===== src/rtl/riscv_32i_defs_pkg.sv =====
// Shared RV32I definitions: register-file address/word types plus the
// command set of the register-file debug access controller.
package riscv_32i_defs_pkg;

    localparam int RF_NUM_REGS = 32;
    localparam int RF_ADDR_W   = 5;
    localparam int XLEN        = 32;

    typedef logic [RF_ADDR_W-1:0] rf_addr_t;
    typedef logic [XLEN-1:0]      word_t;

    typedef enum logic [1:0] {
        RF_CMD_READ  = 2'd0,
        RF_CMD_WRITE = 2'd1,
        RF_CMD_CLEAR = 2'd2,
        RF_CMD_DUMP  = 2'd3
    } rf_cmd_op_t;

endpackage


===== src/rtl/reg_file_access_ctrl.sv =====
// Debug/test initiator for the register-file ports: executes READ, WRITE,
// CLEAR and DUMP commands while the core is halted and streams responses.
module reg_file_access_ctrl
    import riscv_32i_defs_pkg::*;
#(
    parameter int NUM_REGS = RF_NUM_REGS,
    parameter int ADDR_W   = RF_ADDR_W,
    parameter int DATA_W   = XLEN
) (
    input  logic              clk,
    input  logic              rst_n,
    input  logic              cmd_valid,
    output logic              cmd_ready,
    input  logic [1:0]        cmd_op,
    input  logic [ADDR_W-1:0] cmd_addr,
    input  logic [DATA_W-1:0] cmd_data,
    output logic              rsp_valid,
    input  logic              rsp_ready,
    output logic [ADDR_W-1:0] rsp_addr,
    output logic [DATA_W-1:0] rsp_data,
    output logic              rsp_last,
    output logic              busy,
    output logic              wr_en,
    output logic [ADDR_W-1:0] wr_reg,
    output logic [DATA_W-1:0] wr_data,
    output logic [ADDR_W-1:0] rd_reg_1,
    output logic [ADDR_W-1:0] rd_reg_2,
    input  logic [DATA_W-1:0] rd_data_1,
    input  logic [DATA_W-1:0] rd_data_2
);

    if ((2 ** ADDR_W) != NUM_REGS) begin : g_bad_params
        $error("reg_file_access_ctrl: 2**ADDR_W must equal NUM_REGS");
    end

    typedef enum logic [2:0] {
        S_IDLE,
        S_RD,
        S_WR,
        S_CLR,
        S_DMP_RD,
        S_DMP_RSP,
        S_RSP
    } state_t;

    localparam logic [ADDR_W-1:0] LAST_REG = ADDR_W'(NUM_REGS - 1);
    localparam logic [ADDR_W-1:0] ONE      = ADDR_W'(1);

    state_t            state;
    logic [ADDR_W-1:0] cnt;
    rf_cmd_op_t        op;
    logic              unused;

    assign op        = rf_cmd_op_t'(cmd_op);
    // Held low during reset so every output reads 0 while rst_n is asserted.
    assign cmd_ready = rst_n && (state == S_IDLE);
    assign busy      = (state != S_IDLE);
    assign rd_reg_2  = '0;
    assign unused    = ^rd_data_2;

    always_ff @(posedge clk or negedge rst_n) begin
        if (!rst_n) begin
            state     <= S_IDLE;
            cnt       <= '0;
            rsp_valid <= 1'b0;
            rsp_addr  <= '0;
            rsp_data  <= '0;
            rsp_last  <= 1'b0;
            wr_en     <= 1'b0;
            wr_reg    <= '0;
            wr_data   <= '0;
            rd_reg_1  <= '0;
        end else begin
            case (state)
                S_IDLE: begin
                    if (cmd_valid) begin
                        case (op)
                            RF_CMD_READ: begin
                                rd_reg_1 <= cmd_addr;
                                state    <= S_RD;
                            end
                            RF_CMD_WRITE: begin
                                wr_en   <= 1'b1;
                                wr_reg  <= cmd_addr;
                                wr_data <= cmd_data;
                                state   <= S_WR;
                            end
                            RF_CMD_CLEAR: begin
                                // x0 is hardwired, so the sweep starts at x1.
                                cnt     <= ONE;
                                wr_en   <= 1'b1;
                                wr_reg  <= ONE;
                                wr_data <= '0;
                                state   <= S_CLR;
                            end
                            default: begin
                                cnt      <= '0;
                                rd_reg_1 <= '0;
                                state    <= S_DMP_RD;
                            end
                        endcase
                    end
                end

                S_RD: begin
                    rsp_valid <= 1'b1;
                    rsp_addr  <= rd_reg_1;
                    rsp_data  <= rd_data_1;
                    rsp_last  <= 1'b1;
                    rd_reg_1  <= '0;
                    state     <= S_RSP;
                end

                S_WR: begin
                    // Echo what x0 will actually hold, not what was sent.
                    rsp_valid <= 1'b1;
                    rsp_addr  <= wr_reg;
                    rsp_data  <= (wr_reg == '0) ? '0 : wr_data;
                    rsp_last  <= 1'b1;
                    wr_en     <= 1'b0;
                    wr_reg    <= '0;
                    wr_data   <= '0;
                    state     <= S_RSP;
                end

                S_CLR: begin
                    if (cnt == LAST_REG) begin
                        wr_en     <= 1'b0;
                        wr_reg    <= '0;
                        rsp_valid <= 1'b1;
                        rsp_addr  <= cnt;
                        rsp_data  <= '0;
                        rsp_last  <= 1'b1;
                        state     <= S_RSP;
                    end else begin
                        cnt    <= cnt + ONE;
                        wr_reg <= cnt + ONE;
                    end
                end

                S_DMP_RD: begin
                    rsp_valid <= 1'b1;
                    rsp_addr  <= cnt;
                    rsp_data  <= rd_data_1;
                    rsp_last  <= (cnt == LAST_REG);
                    rd_reg_1  <= '0;
                    state     <= S_DMP_RSP;
                end

                S_DMP_RSP: begin
                    if (rsp_ready) begin
                        rsp_valid <= 1'b0;
                        rsp_last  <= 1'b0;
                        if (rsp_last) begin
                            rsp_addr <= '0;
                            rsp_data <= '0;
                            cnt      <= '0;
                            state    <= S_IDLE;
                        end else begin
                            cnt      <= cnt + ONE;
                            rd_reg_1 <= cnt + ONE;
                            state    <= S_DMP_RD;
                        end
                    end
                end

                S_RSP: begin
                    if (rsp_ready) begin
                        rsp_valid <= 1'b0;
                        rsp_addr  <= '0;
                        rsp_data  <= '0;
                        rsp_last  <= 1'b0;
                        cnt       <= '0;
                        state     <= S_IDLE;
                    end
                end

                default: state <= S_IDLE;
            endcase
        end
    end

endmodule


===== config.mk =====
export PLATFORM = sky130hd
export DESIGN_NAME = reg_file_access_ctrl
export DESIGN_NICKNAME = d
export VERILOG_FILES = /design/src/rtl/riscv_32i_defs_pkg.sv /design/src/rtl/reg_file_access_ctrl.sv
export SDC_FILE = /design/constraint.sdc
export NUM_CORES = 1
export LEC_CHECK = 0
export BUFFER_PORTS_ARGS = -buffer_cell sky130_fd_sc_hd__buf_2
export CAP_MARGIN = 25
export CORE_MARGIN = 2
export CORE_UTILIZATION = 41
export CTS_CLUSTER_DIAMETER = 60
export CTS_CLUSTER_SIZE = 30
export DETAILED_ROUTE_END_ITERATION = 8
export PLACE_DENSITY = 0.8
export SYNTH_ARGS = -nofsm -noshare
export SYNTH_HDL_FRONTEND = slang
export SYNTH_SLANG_ARGS = --single-unit

===== constraint.sdc =====
create_clock -name clk -period 2.58 [get_ports clk]
set_input_delay 0.129 -clock clk [delete_from_list [all_inputs] [get_ports clk]]
set_output_delay 0.129 -clock clk [all_outputs]
set_load 0.03 [all_outputs]

# [Word-level counts from Yosys, hierarchy flattened]
# Cells that the tools add are included.
[word_totals] in_bits=107 regBits=90 output_inout_bits=89 elab_cells=105
[op_classes] add_sub_neg=1 reduce_logical=29 n_mux=44 n_eq_ne=21
[op_table] op="$mux W32" count=6
[op_table] op="$pmux W32 S5" count=1
[op_table] op="$pmux W32 S2" count=2
[op_table] op="$mux W5" count=13
[op_table] op="$pmux W5 S2" count=3
[op_table] op="$pmux W5 S3" count=2
[op_table] op="$pmux W5 S6" count=1
[op_table] op="$ne A2 B2 Y1 const B" count=10
[op_table] op="$pmux W5 S4" count=1
[op_table] op="$pmux W3 S6" count=1
[op_table] op="$mux W3" count=5
[op_table] op="$reduce_and A5 Y1" count=3
[op_table] op="$reduce_and A3 Y1" count=4
[op_table] op="$reduce_bool A3 Y1" count=4
[op_table] op="$reduce_or A2 Y1" count=5
[op_table] op="$eq A3 B3 Y1 const B" count=3
[op_table] op="$pmux W3 S3" count=1
[op_table] op="$reduce_and A4 Y1" count=2
[op_table] op="$reduce_bool A4 Y1" count=2
[op_table] op="$eq A3 B2 Y1 const B" count=2
[op_table] op="$pmux W1 S3" count=2
[op_table] op="$reduce_and A6 Y1" count=1
[op_table] op="$reduce_bool A6 Y1" count=1
[op_table] op="$add A5 B1 Y5 const B" count=1
[op_table] op="15 further kinds" count=19

# [Logic depth before layout (Yosys ltp)]
# Gate-level depths: netlist of run 1.
[logic_depth] depth_word=5 depth_mapped=8 depth_no_buf=7

# [Worst setup path after synthesis of run 1]
# No wires, ideal clock.
[synth_timing] path_type="register -> register" from="reg cnt[0]" to="reg rsp_addr[0]" arrival_time_ps=2032 required_time_ps=2455 synth_period_minus_slack_ps=2157 path_buffers=2 path_stages_with_launch=9 path_slack_ps=423 setup_ps=125 path_cell_list="dfrtp_1 -> ha_1 -> and3_1 -> ha_1 -> nand2b_1 -> o221a_2 -> buf_6 -> buf_6 -> mux2_4"
[synth_via] elab_chain_len=3 elab_cells_between_ends=5 classes_between="2 x eq/ne; 2 x mux; 1 x reduce/logical"
[synth_rtl] item="from (decl)" line_no="reg_file_access_ctrl.sv:50" text="logic [ADDR_W-1:0] cnt;"
[synth_rtl] item="from (signal assigned)" line_no="reg_file_access_ctrl.sv:136" text="cnt <= cnt + ONE;"
[synth_rtl] item="from (signal assigned)" line_no="reg_file_access_ctrl.sv:160" text="cnt <= cnt + ONE;"
[synth_rtl] item="$eq A5 B5 Y1" line_no="reg_file_access_ctrl.sv:127" text="if (cnt == LAST_REG) begin"
[synth_rtl] item="$ne A2 B2 Y1 (no line)"
[synth_rtl] item="$reduce_and A5 Y1 (no line)"
[synth_rtl] item="to (signal assigned)" line_no="reg_file_access_ctrl.sv:117" text="rsp_addr <= wr_reg;"
[synth_rtl] item="to (signal assigned)" line_no="reg_file_access_ctrl.sv:131" text="rsp_addr <= cnt;"
[synth_rtl] item="to (signal assigned)" line_no="reg_file_access_ctrl.sv:143" text="rsp_addr <= cnt;"
[synth_rtl] item="to (decl)" line_no="reg_file_access_ctrl.sv:19" text="output logic [ADDR_W-1:0] rsp_addr,"
# Parallel ways exist; a longest one is shown, timed or not. The select of a mux whose other input is x is not followed.
# A chain may end at the register's enable or synchronous reset.

# [Worst setup path after layout of run 1]
[layout_timing] from="reg cnt[0]" to="reg rsp_data[0]"
[layout_via] elab_chain_len=3
[layout_rtl] item="$eq A5 B5 Y1" line_no="reg_file_access_ctrl.sv:127"
[layout_rtl] item="$ne A2 B2 Y1 (no line)"
[layout_rtl] item="$reduce_and A5 Y1 (no line)"
[layout_rtl] item="to (signal assigned)" line_no="reg_file_access_ctrl.sv:108" text="rsp_data <= rd_data_1;"
[layout_rtl] item="to (signal assigned)" line_no="reg_file_access_ctrl.sv:118" text="rsp_data <= (wr_reg == '0) ? '0 : wr_data;"
[layout_rtl] item="to (signal assigned)" line_no="reg_file_access_ctrl.sv:144" text="rsp_data <= rd_data_1;"
[layout_rtl] item="to (decl)" line_no="reg_file_access_ctrl.sv:20" text="output logic [DATA_W-1:0] rsp_data,"
# Every way passes these cells.

==> key figures, run 1 <==
Yosys
  • Syn Inst Count: 442
  • Post-synth EDFFs: 0
  • Flops & latches, synth: 90
  • Share of flip-flops with an asynchronous set or reset: 100%
  • Mapped Area: 4720 sq um
  • Post-synth top flop: dfrtp_1
  • Unique masters post-synth: 51
  • Syn. warnings: 0
  • Syn avg cell area: 10.7 sq um
  • Seq/Total Area, Yosys: 47.7%

Placement
  • IO Port Bufs: 158
  • RePlAce Congestion: 0.887
  • DP Cell Count: 721
  • Detailed-placement wirelength estimate: 8750 um
  • Post-DP Area: 5600 sq um

Layout
  • Area Overhead vs Synth: 26.2%
  • Biggest regs: rsp_data x32, wr_data x32
  • Layout cells sized above 1: 40.8%
  • Layout Cells excl Fill: 738
  • ANT cells: 0
  • Filler Cell Count: 1,026
  • Fin nets: 703
  • Final Instance Area: 5960 sq um

Run
  • Max-cap violations: 0

Die
  • Ports: 196
  • Die width: 111 um
  • Die Span Y: 111 um
  • FP Rows: 39
  • Die ar.: 12,400 sq um
  • Placeable Area: 11,300 sq um
  • Initial Utilization: 41.7%

Clock tree
  • Clock root buffer: clkbuf_16
  • Clock latency on the worst-skew pair: 0.34 ns
  • Post-CTS Setup Bufs: 0
  • CTS clock-pin slew for the worst setup and hold paths: 0.06 ns
  • CTS Sinks: 90
  • Bufs on Longest Clock Path: 2
  • CTS Buf Count: 9
  • H-tree depth: 3
  • CTS tree: done

Critical path
  • Crit. End Element: register
  • Worst Path Class, Setup: reg2reg
  • CP Max Fanout: 18
  • Critical path arrival: 2.58 ns
  • R2R cell count: 7
  • Worst EP required: 2.80 ns
  • CP Launch Type: register

GRT
  • Initial antenna violation count: 0
  • Vias in the first global route: 4,103
  • First-pass GRT wire length: 20,700 um
  • Largest net degree at the start of global routing: 65
  • GRT Util Overall: 20.7%
  • Global route total overflow: 0

Timing
  • Worst slew margin relative to its limit: 34.3%
  • Endpoints failing hold: 0
  • Setup Viol. Count Final: 0
  • Final worst path period need: 2.35 ns
  • Fin Hold WS: 0.0239 ns
  • Worst Skew: 0.00622 ns
  • Final cycle utilization of the critical path: 91.2%
  • RSZ-0062 raised after global routing: false
  • Least-Margin Pin Slew: 0.985 ns
  • Slew Limit Fails: 0
  • Fmax: 425 MHz
  • Setup total negative slack: 0 ns

Power and ir drop
  • Pwr dens: 1560 nW/um^2
  • Worst ir drop on vdd: 760 uV
  • Leakage Power: 3.09 nW

Detailed routing
  • Routed via count: 4,017
  • Final ANT Viol Nets: 0
  • Total Wirelength: 12,400 um
  • DR WL/cell: 16.8 um
  • DR vias/cell: 5.44
  • Post-route DRC: 0
  • Drt first pass iters: 4
  • DR iter-0 viols: 248

Outcome
  • Outcome: completed

Hold path
  • Hold depth: 3
  • Class of the worst hold path: in2reg
## layer usage
layer	wire (um)	share of wire, %	GRT usage (%)	vias to the layer above
met3	702	5.7	3.70	21
li1	-	-	-	1876
met2	6090	49	34.8	162
met1	5330	43	26.5	1958
met5	0	0	0	-
met4	288	2.3	8.64	0
## report_power, final
| group | switching, mW | internal [mW] |
|---|---|---|
| clock network | 0.556 | 0.975 |
| logic | 3.15 | 2.14 |
| registers | 0.468 | 2.03 |
## cells in the final DEF (no fill, tap or decap), types with 3 or more instances in the layout
cell type  instances
nor2_1            22
a22oi_1            4
o221ai_1           3
mux2_4            32
bufinv_16          3
a2bb2oi_1          3
mux2_2            12
a22o_1            32
buf_4             12
ha_1               6
inv_1              7
conb_1             5
o21ai_0           39
buf_2            157
a221oi_1          10
dfrtp_1           90
nor2b_1            5
nand3_1            4
a31oi_1            3
clkbuf_16          9
nand2_1           72
a21oi_1           15
o21a_1             3
o221a_2            4
## critical path, stage by stage, from the launching register on
cell      delay [ns]
dfrtp_1         0.48
ha_1            0.30
and3_1          0.20
ha_1            0.21
nand2b_1        0.17
o221a_2         0.29
buf_4           0.25
mux2_4          0.34
## final cells by class
| cell class | instances | area (sq um) | share of cell area (%) |
|---|---|---|---|
| clock inverter | 6 | 111 | 1.87 |
| tap | 143 | 179 | 3.00 |
| inverter | 8 | 30.0 | 0.504 |
| multi-input combinational | 310 | 2240 | 37.6 |
| timing repair buffer | 171 | 906 | 15.2 |
| sequential | 90 | 2250 | 37.8 |
| clock buffer | 10 | 239 | 4.01 |
## logic make-up after synthesis
family | after synthesis | synth area share, %
fa+ha+maj | 6 | 1.59
xor+xnor | 3 | 0.556
flops | 90 | 47.7
compound gates | 133 | 20.7
other cells | 1 | 0.0794
buf+inv | 46 | 5.40
simple gates | 117 | 10.6
mux | 46 | 13.5
## worst paths after layout
kind,endpoint,slack [ns],startpoint
max in group asynchronous,wr_data[30]$_DFFE_PN0P_,1.60,rst_n
max reg2reg,rsp_data[0]$_DFFE_PN0P_,0.23,cnt[0]$_DFFE_PN0P_
min,wr_data[12]$_DFFE_PN0P_,0.02,cmd_data[12]
min in group asynchronous,rd_reg_1[4]$_DFFE_PN0P_,0.20,rst_n
min reg2reg,rsp_data[31]$_DFFE_PN0P_,0.51,rsp_data[31]$_DFFE_PN0P_
max,rsp_data[0]$_DFFE_PN0P_,0.23,cnt[0]$_DFFE_PN0P_
## stage by stage
step | utilization, % | setup WS (ns) | total power [mW]
floorplan | - | 0.423 | 6.56
global placement | 49.5 | 0.309 | 7.65
detailed placement | 49.5 | 0.253 | 7.82
CTS | 52.7 | 0.226 | 9.39
global route | 52.7 | 0.115 | 9.91
finish | 52.7 | 0.226 | 9.32
## synthesized netlist by cell type, drive strengths merged (3+ instances only)
library cell	count	area, sq um
nand3	4	20.0
a2bb2oi	3	26.3
a22o	32	280
nand2	72	270
a21o	3	22.5
nor2b	5	31.3
a221oi	10	87.6
nor2	24	100
mux2	44	616
clkbuf	13	48.8
inv	8	30.0
a21oi	16	80.1
a31oi	3	18.8
ha	6	75.1
buf	25	176
o221a	4	45.0
o221ai	3	26.3
a22oi	5	51.3
o21a	3	22.5
dfrtp	90	2250
o21ai	41	209
## timing repair
item,4_1_cts,5_1_grt
hold buffers,1,0
setup endpoints to repair,0,0
hold endpoints to repair,14,0
gates resized for setup,0,0
Power figures use the tool's default switching activity.
==> run 2: changes to the inputs <==
--- a/config.mk
+++ b/config.mk
@@ -9,6 +9,7 @@
 export CAP_MARGIN = 25
 export CORE_MARGIN = 2
 export CORE_UTILIZATION = 41
+export CTS_BUF_LIST = sky130_fd_sc_hd__clkbuf_16
 export CTS_CLUSTER_DIAMETER = 60
 export CTS_CLUSTER_SIZE = 30
 export DETAILED_ROUTE_END_ITERATION = 8
==> key figures, run 2 (synthesis gave the netlist of run 1 again) <==
Outcome
  • Outcome: completed

Critical path
  • Worst path slowest cell: dfrtp_1
  • Critical path arrival: 2.58 ns (about the same)
  • CP Launch Type: register
  • Worst path cell trace: ha_1, and3_1, ha_1, nand2b_1, o221a_2, buf_4, mux2_4
  • Worst path max stage delay: 0.48 ns (about the same)
  • Worst Path Class, Setup: reg2reg
  • Crit. End Element: register
  • R2R cell count: 7 (unchanged)
  • CP Max Fanout: 18 (unchanged)
  • Cell mode on critical path: ha_1
  • Worst EP required: 2.80 ns (about the same)

Detailed routing
  • DR iter-0 viols: 283 (+14%)
  • DR WL/cell: 16.9 um (+0.28%)
  • Total Wirelength: 12,400 um (+0.28%)
  • Final ANT Viol Nets: 0 (unchanged)
  • Drt first pass iters: 4 (unchanged)
  • Post-route DRC: 0 (unchanged)
  • DR vias/cell: 5.45 (+0.17%)
  • Routed via count: 4,024 (+0.17%)

Timing
  • Worst setup margin: 0.225 ns (-0.00155 ns)
  • Worst Skew: 0.00623 ns (+0.0000119 ns)
  • Final cycle utilization of the critical path: 91.3% (about the same)
  • Least-Margin Pin Slew: 0.994 ns (+0.00859 ns)
  • Fin Hold WS: 0.0238 ns (-0.000131 ns)
  • Setup total negative slack: 0 ns (unchanged)
  • Fmax: 425 MHz (about the same)
  • Setup Viol. Count Final: 0 (unchanged)
  • Final worst path period need: 2.36 ns (+0.00155 ns)
  • RSZ-0062 raised after global routing: false
  • Slew Limit Fails: 0 (unchanged)
  • Endpoints failing hold: 0 (unchanged)
  • Worst slew margin relative to its limit: 33.8% (-0.57 points)

Power and ir drop
  • Pwr dens: 1560 nW/um^2 (about the same)
  • Leakage Power: 3.08 nW (-0.18%)
  • Worst ir drop on vdd: 761 uV (about the same)
  • Tot Pwr: 9.30 mW (-0.23%)

Placement
  • IO Port Bufs: 158 (unchanged)
  • Detailed-placement wirelength estimate: 8750 um (unchanged)
  • Setup WS pre-CTS: 0.253 ns (unchanged)
  • RePlAce Congestion: 0.887 (unchanged)

Hold path
  • Hold depth: 3 (unchanged)
  • Class of the worst hold path: in2reg

Layout
  • Area Overhead vs Synth: 26.0%
  • Leading cell type in the layout, fill and taps excluded: buf_2
  • Most frequent cells in the layout: buf_2 (157), dfrtp_1 (90), nand2_1 (72)
  • Fin nets: 703 (unchanged)
  • ANT cells: 0 (unchanged)
  • Biggest regs: rsp_data x32, wr_data x32
  • Layout cells sized above 1: 40.7% (-0.17 points)
  • Filler Cell Count: 1,029 (+0.29%)
  • Final Util: 52.6% (-0.088 points)

Clock tree
  • CTS Buf Count: 9 (unchanged)
  • H-tree depth: 3 (unchanged)
  • Clock latency on the worst-skew pair: 0.34 ns (about the same)
  • CTS Sinks: 90 (unchanged)
  • CTS hold repair buffers: 1 (unchanged)
  • CTS tree: done
  • Post-CTS Setup Bufs: 0 (unchanged)
  • Bufs on Longest Clock Path: 2 (unchanged)
  • Clock root buffer: clkbuf_16
  • CTS clock-pin slew for the worst setup and hold paths: 0.06 ns (about the same)
  • # resized after CTS: 0 (unchanged)

Die
  • FP Rows: 39 (unchanged)
  • Ports: 196 (unchanged)
  • Die ar.: 12,400 sq um (unchanged)
  • Initial Utilization: 41.7% (unchanged)
  • Die Span Y: 111 um (unchanged)
  • Die width: 111 um (unchanged)
  • Placeable Area: 11,300 sq um (unchanged)

GRT
  • GRT Util Overall: 20.7% (about the same)
  • Initial antenna violation count: 0 (unchanged)
  • Largest net degree at the start of global routing: 65 (unchanged)
  • Global route total overflow: 0 (unchanged)
  • Vias in the first global route: 4,103 (unchanged)
  • First-pass GRT wire length: 20,700 um (about the same)

Run
  • Max-cap violations: 0 (unchanged)
-- run 2: per-layer routing --
layer	GRT usage, %	share of wire [%]	vias up
met5	0	0	-
met1	26.5	43	1959
met4	8.64	2.3	0
li1	-	-	1878
met2	34.8	49	166
met3	3.70	5.9	21
-- run 2: final cells by class --
cell class	instances	area [sq um]	share of cell area (%)
clock buffer	9	225	3.78
inverter	8	30.0	0.505
clock inverter	7	115	1.93
tap	143	179	3.01
multi-input combinational	310	2240	37.7
sequential	90	2250	37.8
timing repair buffer	171	906	15.2
-- run 2: metrics by stage --
stage          std cells  cell area, sq um
2_1_floorplan        446              4740
3_3_place_gp         721              5600
3_5_place_dp         721              5600
4_1_cts              738              5950
5_1_grt              738              5950
6_report             738              5950
-- run 2: critical path, delay by kind of cell, from the launching register on --
kind / cells / cell delay [ns]
compound gates: 1 / 0.29
flops: 1 / 0.48
fa+ha+maj: 2 / 0.51
simple gates: 2 / 0.37
mux: 1 / 0.34
buf+inv: 1 / 0.25
-- run 2: worst paths after layout --
check                                               end               startpoint  slack, ns
min in group asynchronous       rd_reg_1[4]$_DFFE_PN0P_                    rst_n       0.20
max in group asynchronous       wr_data[30]$_DFFE_PN0P_                    rst_n       1.59
worst max-delay path            rsp_data[0]$_DFFE_PN0P_       cnt[0]$_DFFE_PN0P_       0.22
worst min-delay path            wr_data[12]$_DFFE_PN0P_             cmd_data[12]       0.02
worst max register to register  rsp_data[0]$_DFFE_PN0P_       cnt[0]$_DFFE_PN0P_       0.22
worst min register to register  rsp_addr[4]$_DFFE_PN0P_  rsp_addr[4]$_DFFE_PN0P_       0.51
-- run 2: power by group --
group,leakage [nW],total [mW],internal [mW],switching [mW]
sequential,1.14,2.50,2.03,0.468
combinational,1.78,5.30,2.14,3.16
clock,0.163,1.50,0.945,0.555
total,3.08,9.30,5.11,4.19
